**src/rtl/uc_multiciclo_if.sv**
```systemverilog
// Control/datapath bus for the multicycle control unit.
// master : the control unit (receives instruction fields and flags, drives
//          enables, mux selects, retirement pulse, halt flag and counter).
// slave  : the datapath side (drives instruction fields and flags).
interface uc_multiciclo_if #(
   parameter int CNT_W = 16
);
   logic [6:0]       opcode;
   logic [2:0]       funct3;
   logic             funct7b5;
   logic [3:0]       alu_flags;
   logic             ir_we;
   logic             pc_we;
   logic             d_mem_we;
   logic             rf_we;
   logic [3:0]       alu_cmd;
   logic             alu_src;
   logic             pc_src;
   logic             rf_src;
   logic             instr_done;
   logic             halted;
   logic [CNT_W-1:0] instr_cnt;

   modport master (
      input  opcode, funct3, funct7b5, alu_flags,
      output ir_we, pc_we, d_mem_we, rf_we, alu_cmd, alu_src, pc_src, rf_src,
             instr_done, halted, instr_cnt
   );

   modport slave (
      output opcode, funct3, funct7b5, alu_flags,
      input  ir_we, pc_we, d_mem_we, rf_we, alu_cmd, alu_src, pc_src, rf_src,
             instr_done, halted, instr_cnt
   );
endinterface

```
**src/rtl/uc_multiciclo.sv**
```systemverilog
// Multicycle control unit for a small RV64 subset (ld, sd, add/sub/and/or,
// addi/andi/ori, beq). Moore FSM; outputs depend on state and the latched
// instruction class only, except pc_src in BRANCH which follows alu_flags[0].
// Ports:
//   clk   - rising-edge clock
//   rst_n - asynchronous active-low reset
//   bus   - master side of uc_multiciclo_if (instruction fields and flags in;
//           enables, selects, instr_done, halted, instr_cnt out)
//
// state  | meaning
// IDLE   | settling cycle after reset, all outputs 0
// FETCH  | latch instruction (ir_we)
// DECODE | classify opcode/funct3/funct7b5 into the class register
// EXEC   | ALU operation for the latched class
// MEM_RD | data memory read address phase (ld)
// MEM_WR | data memory write, PC += 4 (sd, retires)
// WB_ALU | write ALU result, PC += 4 (R/I, retires)
// WB_MEM | write memory data, PC += 4 (ld, retires)
// BRANCH | compare rs1-rs2, PC select from zero flag (beq, retires)
// TRAP   | illegal instruction, halted until reset
module uc_multiciclo #(
   parameter int CNT_W = 16
) (
   input logic            clk,
   input logic            rst_n,
   uc_multiciclo_if.master bus
);

   typedef enum logic [3:0] {
      IDLE, FETCH, DECODE, EXEC, MEM_RD, MEM_WR, WB_ALU, WB_MEM, BRANCH, TRAP
   } state_t;

   typedef enum logic [2:0] {
      C_NONE, C_R, C_I, C_LD, C_SD, C_BEQ
   } cls_t;

   localparam logic [3:0] ALU_AND = 4'b0000;
   localparam logic [3:0] ALU_OR  = 4'b0001;
   localparam logic [3:0] ALU_ADD = 4'b0010;
   localparam logic [3:0] ALU_SUB = 4'b0110;

   state_t           state_q, state_d;
   cls_t             cls_q, dec_cls;
   logic [3:0]       cmd_q, dec_cmd;
   logic [CNT_W-1:0] cnt_q;

   logic       ir_we, pc_we, d_mem_we, rf_we;
   logic [3:0] alu_cmd;
   logic       alu_src, pc_src, rf_src, halted;

   // Only the zero flag steers branches; the rest of the flag bus is ignored.
   logic unused_flags;
   assign unused_flags = ^bus.alu_flags[3:1];

   always_comb begin
      dec_cls = C_NONE;
      dec_cmd = ALU_ADD;
      case (bus.opcode)
         7'b0110011: begin
            case (bus.funct3)
               3'b000: begin
                  dec_cls = C_R;
                  dec_cmd = bus.funct7b5 ? ALU_SUB : ALU_ADD;
               end
               3'b111: begin
                  dec_cls = C_R;
                  dec_cmd = ALU_AND;
               end
               3'b110: begin
                  dec_cls = C_R;
                  dec_cmd = ALU_OR;
               end
               default: dec_cls = C_NONE;
            endcase
         end
         7'b0010011: begin
            case (bus.funct3)
               3'b000: begin
                  dec_cls = C_I;
                  dec_cmd = ALU_ADD;
               end
               3'b111: begin
                  dec_cls = C_I;
                  dec_cmd = ALU_AND;
               end
               3'b110: begin
                  dec_cls = C_I;
                  dec_cmd = ALU_OR;
               end
               default: dec_cls = C_NONE;
            endcase
         end
         7'b0000011: if (bus.funct3 == 3'b011) dec_cls = C_LD;
         7'b0100011: if (bus.funct3 == 3'b011) dec_cls = C_SD;
         7'b1100011: begin
            if (bus.funct3 == 3'b000) begin
               dec_cls = C_BEQ;
               dec_cmd = ALU_SUB;
            end
         end
         default: dec_cls = C_NONE;
      endcase
   end

   always_ff @(posedge clk or negedge rst_n) begin
      if (!rst_n) begin
         state_q <= IDLE;
         cls_q   <= C_NONE;
         cmd_q   <= ALU_AND;
         cnt_q   <= '0;
      end else begin
         state_q <= state_d;
         // Instruction fields are only meaningful while DECODE is active.
         if (state_q == DECODE) begin
            cls_q <= dec_cls;
            cmd_q <= dec_cmd;
         end
         if (pc_we) cnt_q <= cnt_q + CNT_W'(1);
      end
   end

   always_comb begin
      state_d  = state_q;
      ir_we    = 1'b0;
      pc_we    = 1'b0;
      d_mem_we = 1'b0;
      rf_we    = 1'b0;
      alu_cmd  = ALU_AND;
      alu_src  = 1'b0;
      pc_src   = 1'b0;
      rf_src   = 1'b0;
      halted   = 1'b0;
      case (state_q)
         IDLE: state_d = FETCH;
         FETCH: begin
            ir_we   = 1'b1;
            state_d = DECODE;
         end
         DECODE: begin
            if (dec_cls == C_NONE)     state_d = TRAP;
            else if (dec_cls == C_BEQ) state_d = BRANCH;
            else                       state_d = EXEC;
         end
         EXEC: begin
            alu_cmd = cmd_q;
            alu_src = (cls_q != C_R);
            case (cls_q)
               C_R, C_I: state_d = WB_ALU;
               C_LD:     state_d = MEM_RD;
               C_SD:     state_d = MEM_WR;
               default:  state_d = TRAP;
            endcase
         end
         WB_ALU: begin
            alu_cmd = cmd_q;
            alu_src = (cls_q != C_R);
            rf_we   = 1'b1;
            pc_we   = 1'b1;
            state_d = FETCH;
         end
         MEM_RD: begin
            alu_cmd = ALU_ADD;
            alu_src = 1'b1;
            state_d = WB_MEM;
         end
         WB_MEM: begin
            alu_cmd = ALU_ADD;
            alu_src = 1'b1;
            rf_we   = 1'b1;
            rf_src  = 1'b1;
            pc_we   = 1'b1;
            state_d = FETCH;
         end
         MEM_WR: begin
            alu_cmd  = ALU_ADD;
            alu_src  = 1'b1;
            d_mem_we = 1'b1;
            pc_we    = 1'b1;
            state_d  = FETCH;
         end
         BRANCH: begin
            alu_cmd = ALU_SUB;
            pc_we   = 1'b1;
            pc_src  = bus.alu_flags[0];
            state_d = FETCH;
         end
         TRAP: halted = 1'b1;
         default: state_d = IDLE;
      endcase
   end

   assign bus.ir_we      = ir_we;
   assign bus.pc_we      = pc_we;
   assign bus.d_mem_we   = d_mem_we;
   assign bus.rf_we      = rf_we;
   assign bus.alu_cmd    = alu_cmd;
   assign bus.alu_src    = alu_src;
   assign bus.pc_src     = pc_src;
   assign bus.rf_src     = rf_src;
   assign bus.instr_done = pc_we;
   assign bus.halted     = halted;
   assign bus.instr_cnt  = cnt_q;

endmodule

```
**src/flat_wrapper.sv**
```systemverilog
// flat-port wrapper written by rule: the top's interface ports become plain ports
module uc_multiciclo_flat 
#(
   parameter int CNT_W = 16
)
  (clk, rst_n, bus_opcode, bus_funct3, bus_funct7b5, bus_alu_flags, bus_ir_we, bus_pc_we, bus_d_mem_we, bus_rf_we, bus_alu_cmd, bus_alu_src, bus_pc_src, bus_rf_src, bus_instr_done, bus_halted, bus_instr_cnt);
  uc_multiciclo_if #(.CNT_W(CNT_W)) bus_i ();
  input logic clk;
  input logic rst_n;
  input wire logic [$bits(bus_i.opcode)-1:0] bus_opcode;
  input wire logic [$bits(bus_i.funct3)-1:0] bus_funct3;
  input wire logic [$bits(bus_i.funct7b5)-1:0] bus_funct7b5;
  input wire logic [$bits(bus_i.alu_flags)-1:0] bus_alu_flags;
  output wire logic [$bits(bus_i.ir_we)-1:0] bus_ir_we;
  output wire logic [$bits(bus_i.pc_we)-1:0] bus_pc_we;
  output wire logic [$bits(bus_i.d_mem_we)-1:0] bus_d_mem_we;
  output wire logic [$bits(bus_i.rf_we)-1:0] bus_rf_we;
  output wire logic [$bits(bus_i.alu_cmd)-1:0] bus_alu_cmd;
  output wire logic [$bits(bus_i.alu_src)-1:0] bus_alu_src;
  output wire logic [$bits(bus_i.pc_src)-1:0] bus_pc_src;
  output wire logic [$bits(bus_i.rf_src)-1:0] bus_rf_src;
  output wire logic [$bits(bus_i.instr_done)-1:0] bus_instr_done;
  output wire logic [$bits(bus_i.halted)-1:0] bus_halted;
  output wire logic [$bits(bus_i.instr_cnt)-1:0] bus_instr_cnt;
  assign bus_i.opcode = bus_opcode;
  assign bus_i.funct3 = bus_funct3;
  assign bus_i.funct7b5 = bus_funct7b5;
  assign bus_i.alu_flags = bus_alu_flags;
  assign bus_ir_we = bus_i.ir_we;
  assign bus_pc_we = bus_i.pc_we;
  assign bus_d_mem_we = bus_i.d_mem_we;
  assign bus_rf_we = bus_i.rf_we;
  assign bus_alu_cmd = bus_i.alu_cmd;
  assign bus_alu_src = bus_i.alu_src;
  assign bus_pc_src = bus_i.pc_src;
  assign bus_rf_src = bus_i.rf_src;
  assign bus_instr_done = bus_i.instr_done;
  assign bus_halted = bus_i.halted;
  assign bus_instr_cnt = bus_i.instr_cnt;
  uc_multiciclo #(.CNT_W(CNT_W)) u_core (.clk(clk), .rst_n(rst_n), .bus(bus_i));
endmodule
```
**config.mk**
```make
export PLATFORM = sky130hd
export DESIGN_NAME = uc_multiciclo_flat
export DESIGN_NICKNAME = d
export VERILOG_FILES = /design/src/rtl/uc_multiciclo_if.sv /design/src/rtl/uc_multiciclo.sv /design/src/flat_wrapper.sv
export SDC_FILE = /design/constraint.sdc
export NUM_CORES = 1
export LEC_CHECK = 0
export CAP_MARGIN = 40
export CORE_MARGIN = 2
export CORE_UTILIZATION = 44
export CTS_CLUSTER_SIZE = 14
export DETAILED_ROUTE_END_ITERATION = 16
export GPL_ROUTABILITY_DRIVEN = 0
export PLACE_DENSITY = 0.75
export RECOVER_POWER = 25
export SLEW_MARGIN = 20
export SYNTH_ARGS = -nofsm -noshare
export SYNTH_HDL_FRONTEND = slang
export SYNTH_SLANG_ARGS = --single-unit
```
**constraint.sdc**
```tcl
create_clock -name clk -period 3.33 [get_ports clk]
set_input_delay 0.333 -clock clk [delete_from_list [all_inputs] [get_ports clk]]
set_output_delay 0.333 -clock clk [all_outputs]
set_load 0.05 [all_outputs]
```
==> run metrics <==
outcome=completed; Synth Flop Type=dfrtp_1; Worst-Skew Late Latency=between 300 and 400 ps; routed via count=about 1,400; async set-reset flop share out of synthesis=1.00; clock tree root buffer cell=clkbuf_4; CTS tree=yes; Num CTS Buffers=3; sum of negative setup slack=0 ps; Static Leak=roughly 0.9 nW; Slew @ Worst Pin=roughly 1400 ps; mean area per synthesized cell=around 9.1 µm²; Remaining DRCs=0; Required @ worst endpoint=about 3000 ps; VDD IR-drop max=~140 µV; Seq/Total Area, Yosys=0.415; setup violators final=0; Power Density=~280 mW/mm²; setup slack after layout=approximately 450 ps; number of synthesized flops with an enable pin=0; FP Rows=21; CP Capture Type=output port; CTS Hold Bufs=0; First DRT Iteration DRCs=62; Setup CP Type=register to output port; crit path DAT=approximately 2500 ps; CTS clk-pin slew, worst paths=between 100 and 150 ps; most frequent cells in the layout=40 x clkdlybuf4s50_1, 26 x dfrtp_1, 20 x nor2_1; met2 Use GR=0.289; Util after Layout=0.599; Synth Net Count=between 150 and 200; unrepaired setup endpoints after global routing=no; placeable core area=approximately 0.0034 mm²; die area=roughly 0.0041 mm²; vias in the first global route=between 1,000 and 1,500; Cell Area, Synth=~0.0016 mm²; CP Launch Type=register; hold crit path type=input port to async pin; global route hottest layer=met2; Cell variety after synth=between 40 and 50; met3 usage=0.0304; Yosys Warn Count=0; area delta synth->final=29.6%; most common cell after layout, fill and taps aside=clkdlybuf4s50_1; met1 Use GR=0.218; Final min period=2880 ps; fraction of layout cells with a size suffix above 1=0.0529; routed wirelength normalized by instance count=about 13 µm; Buffers on Ports=41; Worst Skew=4.68 ps; Final Hold Slack=around 290 ps; Slew Limit Fails=0; die width=around 64 µm; Final nets=227; post-DR vias/cell=between 5 and 6; clock sinks=26; slew margin rel.=0.0992; Routed Antenna Nets=0; DR pass1 iterations=5; Setup WS pre-CTS=827 ps; Die Ht=between 60 and 70 µm; GRT overflow=0; Ports=between 40 and 50; gr usage total=0.170; Filler cells=~300; Clock Path Buffers=2; Max Cap Viol=0; period utilisation layout=0.864; dpl cells=between 200 and 300; WL final=between 3 and 4 mm; synthesized instance count=172; CTS resizes=0; H-tree Lvls=1; initial core utilization=0.462; worst-path fanout max=10; Final Hold Fails=0; number of diodes=0; fmax=between 300 and 400 MHz; initial antenna violation count=0; Yosys reg bits=26; largest net degree at the start of global routing=27; Post-Layout Cell Count=254; DP Wirelength=about 2.5 mm; first-pass GRT wire length=between 5 and 6 mm; setup bufs post-CTS=0
## per-stage QoR
step	area [µm²]	total power, mW
after global routing	2030	0.588
after detailed placement	1980	0.358
final	2030	0.566
after floorplan	1570	0.333
after global placement	1980	0.358
after CTS	2030	0.567
## layer usage
| metal | wire length [µm] | up-vias | share of wire |
|---|---|---|---|
| met1 | 1420 | 667 | 0.44 |
| met5 | 0 | - | 0 |
| li1 | - | 677 | - |
| met2 | 1590 | 62 | 0.49 |
| met3 | 185 | 4 | 0.057 |
| met4 | 53 | 0 | 0.016 |
## worst paths after layout
path,from,endpoint,slack (ps),depth (start not counted)
min in group clk,u_core.bus.instr_cnt[15],u_core.bus.instr_cnt[15],490,1
worst max-delay path,u_core.state_q[1],bus_alu_cmd[2],450,6
worst min register to register,u_core.bus.instr_cnt[15],u_core.bus.instr_cnt[15],490,1
max in group asynchronous,rst_n,u_core.cls_q[0],2260,1
worst min-delay path,rst_n,u_core.bus.instr_cnt[1],290,1
worst max register to register,u_core.state_q[2],u_core.bus.instr_cnt[6],1300,5
## critical path, cell delays in order, from the launching register on
cell,delay (ps)
dfrtp_1,550
inv_1,170
nor2_1,290
and2_1,190
a21oi_1,70
o22ai_1,140
clkdlybuf4s50_1,820
## cells by family after synthesis
kind of cell    count (synthesis)  share of synthesized area
mux                             2                     0.0144
xor+xnor                       17                     0.0951
simple gates                   78                      0.276
compound gates                 34                      0.147
buf+inv                        13                     0.0415
fa+ha+maj                       1                    0.00799
other cells                     1                    0.00239
flops                          26                      0.415
## sequential cells by signal, summed over array words and instances, names as in the netlist
signal and count:
u_core.bus.instr_cnt 16, u_core.state_q 4, u_core.cmd_q 3, u_core.cls_q 3
## synth_stat cells, types with 2 or more instances
library cell,n,area share
nand2_1,18,0.043
a21oi_1,7,0.022
o31ai_1,2,0.0096
buf_4,2,0.0096
nor4bb_1,2,0.013
and3_1,4,0.016
clkbuf_1,5,0.012
inv_1,4,0.0096
mux2_2,2,0.014
nor2_1,20,0.048
nor3b_1,2,0.0096
nor3_1,3,0.0096
dfrtp_1,26,0.42
a21boi_0,2,0.0096
xnor2_1,9,0.050
nand4_1,6,0.024
a31oi_1,2,0.0080
o21ai_0,9,0.029
nand3_1,5,0.016
and2_1,2,0.0080
nand2b_1,7,0.028
xor2_1,8,0.045
## area by class of cell
| cell class | instances | area [µm²] | area share |
|---|---|---|---|
| clock buffer | 3 | 22.5 | 0.0111 |
| clock inverter | 1 | 30.0 | 0.0148 |
| inverter | 4 | 15.0 | 0.00739 |
| multi-input combinational | 133 | 851 | 0.419 |
| sequential | 26 | 651 | 0.320 |
| tap | 46 | 57.6 | 0.0283 |
| timing repair buffer | 41 | 404 | 0.199 |
## report_power, final
part,leakage (nW),internal [mW],switching [mW]
clock,0.0279,0.122,0.0931
combinational,0.524,0.0168,0.0183
sequential,0.332,0.316,0.000102
total,0.884,0.454,0.112
Note: power is estimated with default switching activity, not from simulation.
